$ cat config.mk
export PLATFORM = sky130hd
export DESIGN_NAME = shape_draw_scheduler
export DESIGN_NICKNAME = d
export VERILOG_FILES = /design/src/rtl/shape_draw_scheduler.sv
export SDC_FILE = /design/constraint.sdc
export NUM_CORES = 1
export LEC_CHECK = 0
export ABC_CLOCK_PERIOD_IN_PS = 2300
export BUFFER_PORTS_ARGS = -buffer_cell sky130_fd_sc_hd__clkbuf_2
export CAP_MARGIN = 20
export CORE_AREA = 2 2 67 69
export CTS_CLUSTER_DIAMETER = 30
export DETAILED_ROUTE_END_ITERATION = 7
export DIE_AREA = 0 0 69 71
export GPL_TIMING_DRIVEN = 0
export PLACE_DENSITY = 0.8
export SYNTH_ARGS = -nofsm -noshare
export SYNTH_HDL_FRONTEND = slang
export SYNTH_SLANG_ARGS = --single-unit
$ cat constraint.sdc
create_clock -name clk -period 2.3 [get_ports clk]
set_input_delay 0.345 -clock clk [delete_from_list [all_inputs] [get_ports clk]]
set_output_delay 0.345 -clock clk [all_outputs]
set_load 0.01 [all_outputs]
$ cat src/rtl/shape_draw_scheduler.sv
// Shape draw scheduler: walks the shapes selected by an 8-bit mask, lowest
// index first. For each shape it requests vertex loading, waits for the loader
// to report that drawing is active, and then waits for the line drawer to
// finish. A per-shape watchdog abandons any shape that stalls. All outputs are
// registered.
//
// Handshakes: start_loading is a one-cycle request with no ready. draw_active
// acts as the loader's acknowledge and is only looked at in WAIT_ACK.
// line_done acts as the completion strobe and is only looked at in WAIT_DONE.
// shape_sel stays stable from start_loading until the shape retires.
module shape_draw_scheduler #(
   parameter int TIMEOUT_W      = 20,
   parameter int TIMEOUT_CYCLES = 1000000
) (
   input  logic       clk,
   input  logic       rst_n,
   input  logic       frame_start,
   input  logic [7:0] shape_mask,
   input  logic       draw_active,
   input  logic       line_done,
   output logic       start_loading,
   output logic [2:0] shape_sel,
   output logic       busy,
   output logic       frame_done,
   output logic [3:0] shapes_drawn,
   output logic       timeout_err,
   output logic       frame_overrun
);

   typedef enum logic [2:0] {
      IDLE      = 3'd0,
      SCAN      = 3'd1,
      ISSUE     = 3'd2,
      WAIT_ACK  = 3'd3,
      WAIT_DONE = 3'd4,
      DONE      = 3'd5
   } state_t;

   // Last watchdog value a shape may spend waiting before it is abandoned.
   localparam logic [TIMEOUT_W-1:0] WD_LAST = TIMEOUT_W'(TIMEOUT_CYCLES - 1);

   state_t               state;
   state_t               next_state;
   logic [7:0]           pending;
   logic [7:0]           pending_nxt;
   logic [TIMEOUT_W-1:0] watchdog;
   logic [TIMEOUT_W-1:0] watchdog_nxt;
   logic [2:0]           low_idx;
   logic [2:0]           shape_sel_nxt;
   logic                 start_loading_nxt;
   logic                 busy_nxt;
   logic                 frame_done_nxt;
   logic [3:0]           shapes_drawn_nxt;
   logic                 timeout_err_nxt;
   logic                 frame_overrun_nxt;
   logic                 wd_expired;

   // An ack that arrives on the very last watchdog cycle moves the shape into
   // WAIT_DONE with the count already past the limit. Using >= means that shape
   // then retires one cycle later, unless line_done arrives in that cycle.
   assign wd_expired = (watchdog >= WD_LAST);

   // Priority encoder: index of the lowest pending shape, found in one cycle.
   always_comb begin
      low_idx = '0;
      for (int i = 7; i >= 0; i--) begin
         if (pending[i]) begin
            low_idx = i[2:0];
         end
      end
   end

   // State register.
   always_ff @(posedge clk or negedge rst_n) begin
      if (!rst_n) begin
         state <= IDLE;
      end else begin
         state <= next_state;
      end
   end

   // Next-state logic. The exit events (ack, done) beat a watchdog expiry that
   // happens in the same cycle.
   always_comb begin
      next_state = state;
      case (state)
         IDLE:      if (frame_start) next_state = SCAN;
         SCAN:      next_state = (pending == 8'd0) ? DONE : ISSUE;
         ISSUE:     next_state = WAIT_ACK;
         WAIT_ACK: begin
            if (draw_active)     next_state = WAIT_DONE;
            else if (wd_expired) next_state = SCAN;
         end
         WAIT_DONE: begin
            if (line_done)       next_state = SCAN;
            else if (wd_expired) next_state = SCAN;
         end
         DONE:      next_state = IDLE;
         default:   next_state = IDLE;
      endcase
   end

   // Output and datapath next values. The one-cycle strobes are decoded from
   // the next state so that they line up with the state they belong to.
   always_comb begin
      pending_nxt       = pending;
      watchdog_nxt      = watchdog;
      shape_sel_nxt     = shape_sel;
      shapes_drawn_nxt  = shapes_drawn;
      timeout_err_nxt   = timeout_err;
      frame_overrun_nxt = frame_overrun | (frame_start & (state != IDLE));
      start_loading_nxt = (next_state == ISSUE);
      frame_done_nxt    = (next_state == DONE);
      busy_nxt          = (next_state != IDLE);
      case (state)
         IDLE: begin
            if (frame_start) begin
               pending_nxt       = shape_mask;
               shapes_drawn_nxt  = 4'd0;
               timeout_err_nxt   = 1'b0;
               frame_overrun_nxt = 1'b0;
            end
         end
         SCAN: begin
            if (pending != 8'd0) begin
               shape_sel_nxt = low_idx;
               pending_nxt   = pending & (pending - 8'd1);
            end
         end
         ISSUE: begin
            watchdog_nxt = '0;
         end
         WAIT_ACK: begin
            watchdog_nxt = watchdog + 1'b1;
            if (!draw_active && wd_expired) begin
               timeout_err_nxt = 1'b1;
            end
         end
         WAIT_DONE: begin
            watchdog_nxt = watchdog + 1'b1;
            if (line_done) begin
               if (shapes_drawn != 4'd8) begin
                  shapes_drawn_nxt = shapes_drawn + 4'd1;
               end
            end else if (wd_expired) begin
               timeout_err_nxt = 1'b1;
            end
         end
         default: begin
         end
      endcase
   end

   // Registered datapath and outputs.
   always_ff @(posedge clk or negedge rst_n) begin
      if (!rst_n) begin
         pending       <= '0;
         watchdog      <= '0;
         shape_sel     <= '0;
         start_loading <= 1'b0;
         busy          <= 1'b0;
         frame_done    <= 1'b0;
         shapes_drawn  <= '0;
         timeout_err   <= 1'b0;
         frame_overrun <= 1'b0;
      end else begin
         pending       <= pending_nxt;
         watchdog      <= watchdog_nxt;
         shape_sel     <= shape_sel_nxt;
         start_loading <= start_loading_nxt;
         busy          <= busy_nxt;
         frame_done    <= frame_done_nxt;
         shapes_drawn  <= shapes_drawn_nxt;
         timeout_err   <= timeout_err_nxt;
         frame_overrun <= frame_overrun_nxt;
      end
   end

endmodule

# Yosys cells after proc, flatten, opt, wreduce, memory -nomap -nowiden
# Index checks and enable logic that the tools add are counted.
# totals
register_bits	43
input_bits	13
elab_cells	76
# op_classes
n_addsub	3
magnitude_cmp	1
n_eq_ne	14
n_mux	29
bitwise	3
n_reduce_logical	16
# ops
cell	count
$pmux W20 S2	1
$mux W3	13
$add A20 B1 Y20 const B	1
$ge A20 B20 Y1 const B	1
$mux W8	2
$pmux W8 S2	1
$pmux W3 S5	1
$ne A2 B2 Y1 const B	7
$mux W4	3
$eq A3 B2 Y1 const B	3
$reduce_bool A3 Y1	3
$and A8 B8 Y8	1
$logic_not A8 Y1	1
$pmux W4 S2	1
$reduce_bool A8 Y1	1
$sub A8 B1 Y8 const B	1
$eq A3 B3 Y1 const B	2
$mux W1	6
$reduce_bool A2 Y1	3
$reduce_and A5 Y1	1
$add A4 B1 Y4 const B	1
$ne A4 B4 Y1 const B	1
$reduce_and A4 Y1	1
$eq A3 B1 Y1 const B	1
9 further kinds	9

# Longest topological paths before layout
# Gate-level depths: netlist of run 1.
# logic_depth
ltp_word	8
depth_mapped	7
depth_no_buf	6

# Worst setup path after synthesis of run 1
# No wires, ideal clock.
# synth_timing
path_kind	flip-flop to flip-flop
start	register state[1]
end	register watchdog[9]
t_arrival_ns	1.726
required_time_ns	2.221
setup_slack_ns	0.494
path_stages_with_launch	6
period_less_slack_ns	1.806
cell_sequence	dfrtp_1 > or3b_1 > buf_6 > a2111oi_4 > and3_1 > mux2i_1
# synth_between
elab_chain_len	3
elab_cells_between_ends	6
classes_between	eq/ne: 3; mux: 1; reduce/logical: 2
# synth_lines
element	line	source
start: declaration	42	state_t state;
start signal: assignment	78	state <= next_state;
$eq A3 B3 Y1 or $eq A3 B2 Y1 (tied branches)	115	case (state)
$reduce_or A2 Y1 (no source line)	-	
$pmux W20 S2 or $reduce_bool A2 Y1 (tied branches)	-	
end signal: assignment	168	watchdog <= watchdog_nxt;
end: declaration	46	logic [TIMEOUT_W-1:0] watchdog;
# Several ways; a longest one is shown, not always the timed one.
# A chain may end at the register's enable or synchronous reset.

# Worst setup path after layout of run 1
# Ends and elaborated chain as after synthesis.

==> qor.csv, run 1 <==
stage;metric;value;unit
drt;vias_per_cell;5.86;
grt;grt_max_degree;44;
setup_path;crit_required;2.52;ns
sta;worstMarginPinSlew;0.732;ns
clock_tree;ctsLongestPathBuffers;2;
drt;via_count;1922;
die;die_w;69;um
pwr;p_per_area;1000;mW/mm^2
sta;final_hold_viol_count;0;
synth;synth_most_common_cell;dfrtp_1;
setup_path;crit_arrival;2.27;ns
setup_path;critPathKind;flip-flop to flip-flop;
synth;synth_top_area_share;0.467;
drt;drc;0;
die;initial_utilization;0.549;
pwr;clkPwrFrac;0.177;
synth;synth_cells;243;
clock_tree;cts_buffers;5;
grt;grt_overflow_total;0;
outcome;status;finished clean;
setup_path;slowest_delay;0.60;ns
grt;grt_pass1_wl;8180;um
drt;firstDrtPassIters;4;
clock_tree;cts_root_buf;clkbuf_8;
synth;synthTopCellsByCount;dfrtp_1, nand2_1, nor2_1;
placement;io_buffers;23;
cells_and_area;fillCellCount;363;
clock_tree;cts.sinks;43;
sta;fin_hold_ws;0.244;ns
synth;netlist_top_cells_area;dfrtp_1, mux2i_1, nand2_1;
drt;drt-initial-drc-count;148;
synth;yosys.area.top_type;dfrtp_1;
synth;synth_cell_types;47;
die;io_pins;25;
cells_and_area;layout.nets;291;
clock_tree;post_cts_resized;0;
grt;grtUsageTotal;0.207;
drt;wl;4730;um
synth;avgSynthCellArea;9.49;sq um
clock_tree;clk_latency;0.30;ns
synth;synth_enable_flop_cells;0;
sta;fmax;488;MHz
sta;timing.final.crit_share;0.891;
drt;wl_per_cell;14.4;um
sta;min_period;2.05;ns
clock_tree;h-tree-depth;2;
die;die_h;71;um
synth;ys_warn_count;0;
synth;ys_seq_area_frac;0.467;
setup_path;endpoint_kind;flip-flop;
drt;ant_nets;0;
cells_and_area;multi_input_area;0.00114;sq mm
placement;dpl.hpwl;3310;um
die;dieArea;0.00490;sq mm
grt;antenna_found_initial;0;
grt;grt_pass1_vias;1801;
cells_and_area;drive_above_1_share;0.130;
clock_tree;cts_tree;done;
setup_path;crit_path_start_kind;flip-flop;
cells_and_area;diodes;0;
setup_path;critical-path-slowest-cell;a2111oi_4;
sta;skew;0.00608;ns
pwr;switching_share;0.404;
die;rows;24;
pwr;p_seq_frac;0.416;
sta;setup_violations;0;
synth;synthArstFlopShare;1.00;
sta;grt_setup_unrepaired;no;
pwr;p_comb_frac;0.406;
die;core;0.00420;sq mm
setup_path;path_max_fanout;10;
clock_tree;clkTransAtPathRegs;0.08;ns
sta;setup_tns;0;ns
sta;relSlewSlack;0.505;
pwr;p_switching;1050;uW
min_path;hold_path_class;input port to flip-flop;
placement;place_congestion;0.845;
pwr;leakagePower;0.00120;uW
cells_and_area;areaGrowthSynthToFinish;12.8;%
synth;synth_fp_nets;259;
cells_and_area;ff_latch_area;0.00108;sq mm
pwr;intPower;1550;uW
synth;netlist_area;0.00231;sq mm
pwr;ir_drop;424;uV
synth;synth_top_flop_cell;dfrtp_1;
setup_path;path_cells;clkbuf_1 -> nand3b_1 -> a2111oi_4 -> and3_1 -> mux2i_1;
sta;slew_violations;0;
synth;synth-seq-cells;43;
run;drv_cap;0;
-- power by group through the flow --
stage	sequential, uW	clock (uW)	combinational [uW]
detailed placement	1090	0	1040
finish	1080	462	1060
global placement	1090	0	1020
global route	1110	515	1200
floorplan	1090	0	750
CTS	1080	477	1050
-- logic make-up (layout without fill, tap and decap cells) --
| logic type | count (synthesis) | after routing | synth area share |
|---|---|---|---|
| buffers and inverters | 21 | 54 | 0.0380 |
| xor gates and xnor gates | 2 | 2 | 0.00760 |
| AOI/OAI and AO/OA | 61 | 61 | 0.186 |
| and+or+nand+nor | 98 | 98 | 0.220 |
| DFF | 43 | 43 | 0.467 |
| muxes | 15 | 15 | 0.0657 |
| adders and majority gates | 3 | 3 | 0.0163 |
-- per-stage QoR --
stage          power (uW)  setup slack [ns]  utilization  instance area, sq um  std cells
5_1_grt              2820            0.0347        0.619                  2600        328
6_report             2600             0.250        0.619                  2600        328
3_5_place_dp         2130             0.268        0.591                  2490        318
3_3_place_gp         2110             0.310        0.591                  2490        318
2_1_floorplan        1840             0.494            -                  2310        243
4_1_cts              2610             0.242        0.612                  2570        326
-- worst max-delay path, delay by kind of cell, from the launching register on --
family / cells / cell delay (ns)
simple gates: 2 / 0.57
buf+inv: 1 / 0.29
compound gates: 1 / 0.60
mux: 1 / 0.17
flops: 1 / 0.34
-- registers in the layout (all words and copies together) (netlist names), named ones only --
register / cells
start_loading: 1
timeout_err: 1
frame_done: 1
shapes_drawn: 4
busy: 1
watchdog: 20
state: 3
pending: 8
shape_sel: 3
-- per-layer routing --
layer / GRT usage / share of wire
met1: 0.278 / 0.48
met2: 0.325 / 0.46
met3: 0.0513 / 0.046
met4: 0.0828 / 0.018
met5: 0 / 0
-- area by class of cell --
type	instances	share of cell area
inverter	9	0.0130
multi-input combinational	179	0.439
buffer	12	0.0207
clock inverter	2	0.00481
tap	52	0.0250
sequential	43	0.414
timing repair buffer	25	0.0558
clock buffer	6	0.0279
-- timing repair --
action / 4_1_cts / 5_1_grt
buffers inserted: 0 / 0
hold endpoints to repair: 0 / 12
hold buffers: 0 / 1
-- layout by cell type, fill, tap and decap left out, drive strengths merged, types with 3 or more instances in the layout --
cell / count
dfrtp: 43
clkbuf: 38
nand2: 30
nor2: 18
o21ai: 15
a21oi: 14
mux2i: 14
inv: 9
a22o: 8
nand4: 8
nand3: 8
nor3: 5
and2: 4
nand2b: 4
a211oi: 4
buf: 4
and4: 3
or3: 3
or4: 3
o21a: 3
ha: 3
-- worst paths after layout --
kind	end	slack, ns	cells past startpoint	startpoint
worst min register to register	watchdog[18]$_DFFE_PN0P_	0.48	1	watchdog[18]$_DFFE_PN0P_
max in group asynchronous	pending[3]$_DFFE_PN0P_	1.35	3	rst_n
worst min-delay path	pending[5]$_DFFE_PN0P_	0.24	2	shape_mask[5]
min in group asynchronous	watchdog[7]$_DFFE_PN0P_	0.48	2	rst_n
worst max-delay path	watchdog[9]$_DFFE_PN0P_	0.25	5	state[1]$_DFF_PN0_
worst max register to register	watchdog[9]$_DFFE_PN0P_	0.25	5	state[1]$_DFF_PN0_
No activity file was read; power rests on OpenSTA's default activity.
==> run 2, diff against run 1 <==
ABC_CLOCK_PERIOD_IN_PS = 2400   (was 2300)
CORE_AREA = 2 2 87 89   (was 2 2 67 69)
DIE_AREA = 0 0 89 91   (was 0 0 69 71)
PLACE_DENSITY = 0.53   (was 0.8)
clock period = 2.4 ns   (was 2.3 ns; I/O delays follow)
==> run 2 against run 1 <==
  * The flow now finishes with violations (hold timing)
  * Register-to-register slack better by 0.09 ns
  * First-iteration DRC count is 57% lower
  * Sequential share of layout area is 0.88 points lower
  * Global-route usage is 7.3 points lower
  * Die area is 65% higher
  * Critical path type unchanged
  * Critical endpoint is now shape_sel[0]$_DFFE_PN0P_
  * Highest routed layer unchanged
==> qor.csv, run 2 (same netlist as run 1, synthesis figures left out) <==
stage;metric;value;unit
sta;fmax;485;MHz
die;core;0.00714;sq mm
setup_path;r2r_cells;5;
setup_path;crit_arrival;2.28;ns
clock_tree;ctsLongestPathBuffers;2;
grt;grt_overflow_total;0;
cells_and_area;layout_common_cells;dfrtp_1, nand2_1, clkbuf_2;
grt;grt_pass1_vias;1877;
sta;fin_hold_ws;-0.00502;ns
die;dieArea;0.00810;sq mm
setup_path;path_cells;buf_1 -> nor3b_1 -> o21a_1 -> o311ai_0 -> o21ai_1;
drt;wl;5060;um
placement;placed_cells;366;
clock_tree;cts_tree;done;
drt;drc;0;
clock_tree;cts_root_buf;clkbuf_8;
drt;firstDrtPassIters;4;
die;rows;31;
cells_and_area;layout.nets;290;
sta;relSlewSlack;0.517;
outcome;status;complete, but fails checks;
placement;place_congestion;0.805;
grt;grtUsageTotal;0.134;
die;initial_utilization;0.323;
sta;worstMarginPinSlew;0.723;ns
clock_tree;cts_buffers;5;
setup_path;endpoint_kind;flip-flop;
drt;vias_per_cell;4.99;
sta;setup_tns;0;ns
cells_and_area;fillCellCount;751;
sta;min_period;2.06;ns
sta;final_hold_viol_count;3;
run;drv_cap;0;
cells_and_area;drive_above_1_share;0.135;
setup_path;critPathKind;flip-flop to flip-flop;
setup_path;critical-path-slowest-cell;nor3b_1;
clock_tree;postCtsSetupBuffers;0;
sta;final.setup.worst_slack;0.338;ns
cells_and_area;largest_register_ffs;20;
drt;drt-initial-drc-count;64;
sta;setup_violations;0;
outcome;failed_checks;hold timing;
clock_tree;post_cts_resized;0;
die;die_w;89;um
sta;skew;0.00758;ns
setup_path;crit_required;2.62;ns
cells_and_area;multi_input_area;0.00114;sq mm
clock_tree;clkTransAtPathRegs;0.09;ns
grt;grt_pass1_wl;8790;um
cells_and_area;reg_top3;watchdog (20), pending (8), shapes_drawn (4);
drt;via_count;1868;
cells_and_area;diodes;0;
pwr;leakagePower;0.00120;uW
pwr;p_per_area;950;mW/mm^2
placement;dpl.hpwl;3710;um
die;io_pins;25;
sta;slew_violations;0;
min_path;hold_path_class;input port to async pin;
setup_path;path_max_fanout;10;
clock_tree;cts.sinks;43;
placement;io_buffers;23;
cells_and_area;top_register;watchdog;
drt;ant_nets;0;
setup_path;crit_path_start_kind;flip-flop;
drt;wl_per_cell;13.5;um
cells_and_area;final_util;0.372;
cells_and_area;ff_latch_area;0.00108;sq mm
cells_and_area;mostFrequentLayoutCell;dfrtp_1;
clock_tree;h-tree-depth;2;
pwr;ir_drop;225;uV
placement;place_ws;0.383;ns
sta;grt_setup_unrepaired;no;
cells_and_area;areaGrowthSynthToFinish;15.2;%
clock_tree;hold_buffers;0;
die;die_h;91;um
setup_path;slowest_delay;0.66;ns
clock_tree;clk_latency;0.29;ns
sta;timing.final.crit_share;0.859;
grt;grt_max_degree;30;
grt;antenna_found_initial;0;
cells_and_area;final_cells;374;
==> run 2: final timing paths <==
check / slack, ns / to / startpoint
setup / recovery: 0.34 / shape_sel[0]$_DFFE_PN0P_ / state[2]$_DFF_PN0_
hold / removal: -0.005 / busy$_DFF_PN0_ / rst_n
setup reg to reg: 0.34 / shape_sel[0]$_DFFE_PN0P_ / state[2]$_DFF_PN0_
hold reg to reg: 0.48 / watchdog[18]$_DFFE_PN0P_ / watchdog[18]$_DFFE_PN0P_
max in group asynchronous: 1.90 / watchdog[17]$_DFFE_PN0P_ / rst_n
min in group clk: 0.26 / pending[5]$_DFFE_PN0P_ / shape_mask[5]
==> run 2: power breakdown <==
part           leakage (uW)  switching [uW]  total [uW]  internal, uW
registers          0.000569             162        1050           885
clock network     0.0000408             266         475           208
logic              0.000586             609        1000           395
==> run 2: final cells by class <==
| class | instances | area share |
|---|---|---|
| clock inverter | 3 | 0.00895 |
| timing repair buffer | 24 | 0.0508 |
| buffer | 12 | 0.0202 |
| tap | 99 | 0.0466 |
| clock buffer | 5 | 0.0259 |
| multi-input combinational | 179 | 0.430 |
| sequential | 43 | 0.405 |
| inverter | 9 | 0.0127 |
==> run 2: critical path: cells and delay by family (launching register included) <==
kind | cells | cell delay (ns)
AOI/OAI and AO/OA | 3 | 0.67
buffers and inverters | 1 | 0.24
DFF | 1 | 0.43
and+or+nand+nor | 1 | 0.66
==> run 2: through the flow <==
| stage | area (sq um) | total power (uW) |
|---|---|---|
| floorplan | 2310 | 1760 |
| global placement | 2540 | 2050 |
| detailed placement | 2560 | 2060 |
| CTS | 2660 | 2560 |
| global route | 2660 | 2750 |
| finish | 2660 | 2530 |
==> run 2: per-layer routing <==
metal | wire (um) | track usage | vias to the layer above
li1 | - | - | 951
met1 | 2470 | 0.185 | 884
met2 | 2390 | 0.214 | 31
met3 | 183 | 0.0309 | 2
met4 | 21 | 0.0299 | 0
met5 | 0 | 0 | -
==> run 3, diff against run 2 <==
CELL_PAD_IN_SITES_DETAIL_PLACEMENT = 1   (was default)
CELL_PAD_IN_SITES_GLOBAL_PLACEMENT = 1   (was default)
CORE_AREA = 4 4 89 91   (was 2 2 87 89)
DIE_AREA = 0 0 93 95   (was 0 0 89 91)
PLACE_DENSITY = 0.64   (was 0.53)
==> run 3 against run 2 <==
  * Total power is 5.3% higher
  * Hold slack better by 0.023 ns
  * Sequential cell count stayed put
  * Sequential power hardly changed
  * The flow now finishes without violations
  * Non-clock buffer count is 3 higher
  * Sequential share of layout area is 0.64 points lower
  * Setup slack worse by 0.016 ns
==> qor.csv, run 3 (same netlist as run 1, synthesis figures left out) <==
stage;metric;value;unit
sta;skew;0.00982;ns
drt;vias_per_cell;5.10;
setup_path;r2r_cells;6;
clock_tree;cts.sinks;43;
setup_path;reg2reg_slack;0.32;ns
drt;drt-initial-drc-count;68;
cells_and_area;diodes;0;
grt;grt_overflow_total;0;
setup_path;endpoint_kind;flip-flop;
grt;grtUsageTotal;0.139;
clock_tree;h-tree-depth;2;
placement;io_buffers;23;
setup_path;crit_arrival;2.26;ns
cells_and_area;largest_register_ffs;20;
clock_tree;cts_root_buf;clkbuf_8;
grt;grt_pass1_wl;9870;um
sta;relSlewSlack;0.525;
cells_and_area;mostFrequentLayoutCell;dfrtp_1;
drt;drc;0;
cells_and_area;top_register;watchdog;
cells_and_area;layout_common_cells;dfrtp_1, nand2_1, clkbuf_2;
cells_and_area;final_util;0.378;
pwr;leakagePower;0.00123;uW
pwr;p_per_area;984;mW/mm^2
clock_tree;ctsLongestPathBuffers;2;
setup_path;crit_path_start_kind;flip-flop;
run;drv_cap;0;
setup_path;regToRegStartpoint;state[1]$_DFF_PN0_;
drt;wl;5710;um
die;dieArea;0.00884;sq mm
die;die_w;93;um
pwr;ir_drop;429;uV
clock_tree;clkTransAtPathRegs;0.10;ns
grt;antenna_found_initial;0;
clock_tree;cts_tree;done;
sta;grt_setup_unrepaired;no;
cells_and_area;layout.nets;293;
sta;worstMarginPinSlew;0.712;ns
drt;firstDrtPassIters;4;
die;die_h;95;um
setup_path;path_max_fanout;10;
drt;ant_nets;0;
outcome;status;finished clean;
grt;grt_max_degree;26;
placement;place_congestion;0.737;
drt;via_count;1924;
setup_path;crit_required;2.59;ns
sta;min_period;2.08;ns
cells_and_area;reg_top3;watchdog (20), pending (8), shapes_drawn (4);
cells_and_area;final_cells;377;
setup_path;startpoint;state[1]$_DFF_PN0_;
cells_and_area;drive_above_1_share;0.144;
die;rows;31;
die;core;0.00714;sq mm
cells_and_area;areaGrowthSynthToFinish;17.1;%
setup_path;worstSetupEndpoint;watchdog[17]$_DFFE_PN0P_;
min_path;hold_path_class;input port to async pin;
placement;dpl.hpwl;4200;um
clock_tree;clk_latency;0.30;ns
die;initial_utilization;0.323;
setup_path;timing.rr.end;watchdog[17]$_DFFE_PN0P_;
sta;timing.final.crit_share;0.866;
placement;placed_cells;366;
grt;grt_pass1_vias;1980;
drt;wl_per_cell;15.1;um
setup_path;critPathKind;flip-flop to flip-flop;
sta;fmax;481;MHz
sta;slew_violations;0;
sta;final_hold_viol_count;0;
sta;setup_violations;0;
sta;setup_tns;0;ns
die;io_pins;25;
clock_tree;cts_buffers;5;
run 3: cell count changes in the layout (fill, tap and decap cells not counted):
cell	delta
buf_4	+3
bufinv_16	+1
clkinv_2	+1
clkinv_4	+1
clkinvlp_4	-2
inv_6	-1
run 3: routing by layer:
layer,GRT usage,wire (um)
met5,0,0
met2,0.235,2860
met1,0.183,2630
met3,0.0287,169
met4,0.0330,44
run 3: power breakdown:
group          internal [uW]  switching (uW)
logic                    395             632
clock network            310             277
registers                885             159
run 3: per-stage QoR:
| stage | hold slack, ns | area (sq um) | total power, uW | worst slack (ns) |
|---|---|---|---|---|
| floorplan | 0.0644 | 2310 | 1760 | 0.594 |
| global placement | 0.467 | 2540 | 2070 | 0.309 |
| detailed placement | 0.377 | 2560 | 2100 | 0.321 |
| CTS | 0.0378 | 2680 | 2700 | 0.254 |
| global route | 0.0527 | 2700 | 2900 | 0.123 |
| finish | 0.0180 | 2700 | 2660 | 0.322 |
run 3: critical path, cell delays in order, from the launching register on:
cell,delay (ns)
dfrtp_1,0.35
clkbuf_1,0.31
nand3b_1,0.32
a2111oi_4,0.53
buf_4,0.20
nand4_1,0.11
mux2i_1,0.14
run 3: worst min-delay path by stage:
stage               slack, ns                           to  depth (start not counted)
global placement         0.47     watchdog[18]$_DFFE_PN0P_                          1
detailed placement       0.38  shapes_drawn[1]$_DFFE_PN0P_                          1
global route             0.05               busy$_DFF_PN0_                          1
floorplan                0.06                    async pin                          0
CTS                      0.04  shapes_drawn[1]$_DFFE_PN0P_                          1
finish                   0.02  shapes_drawn[1]$_DFFE_PN0P_                          1
run 3: final cells by class:
type	count	area (sq um)
plain buffers	12	53.8
clock inverters	3	43.8
repair buffers	27	158
multi-input cells	179	1140
flip-flops and latches	43	1080
inverters	9	33.8
clock buffers	5	68.8
fillers	862	4440
well taps	99	124
run 3: what timing repair did:
| item | CTS | global route |
|---|---|---|
| resized for setup | 0 | 0 |
| endpoints found under the hold margin | 0 | 0 |
| hold buffers | 0 | 0 |
| buffers inserted | 0 | 3 |
| setup endpoints to repair | 0 | 1 |
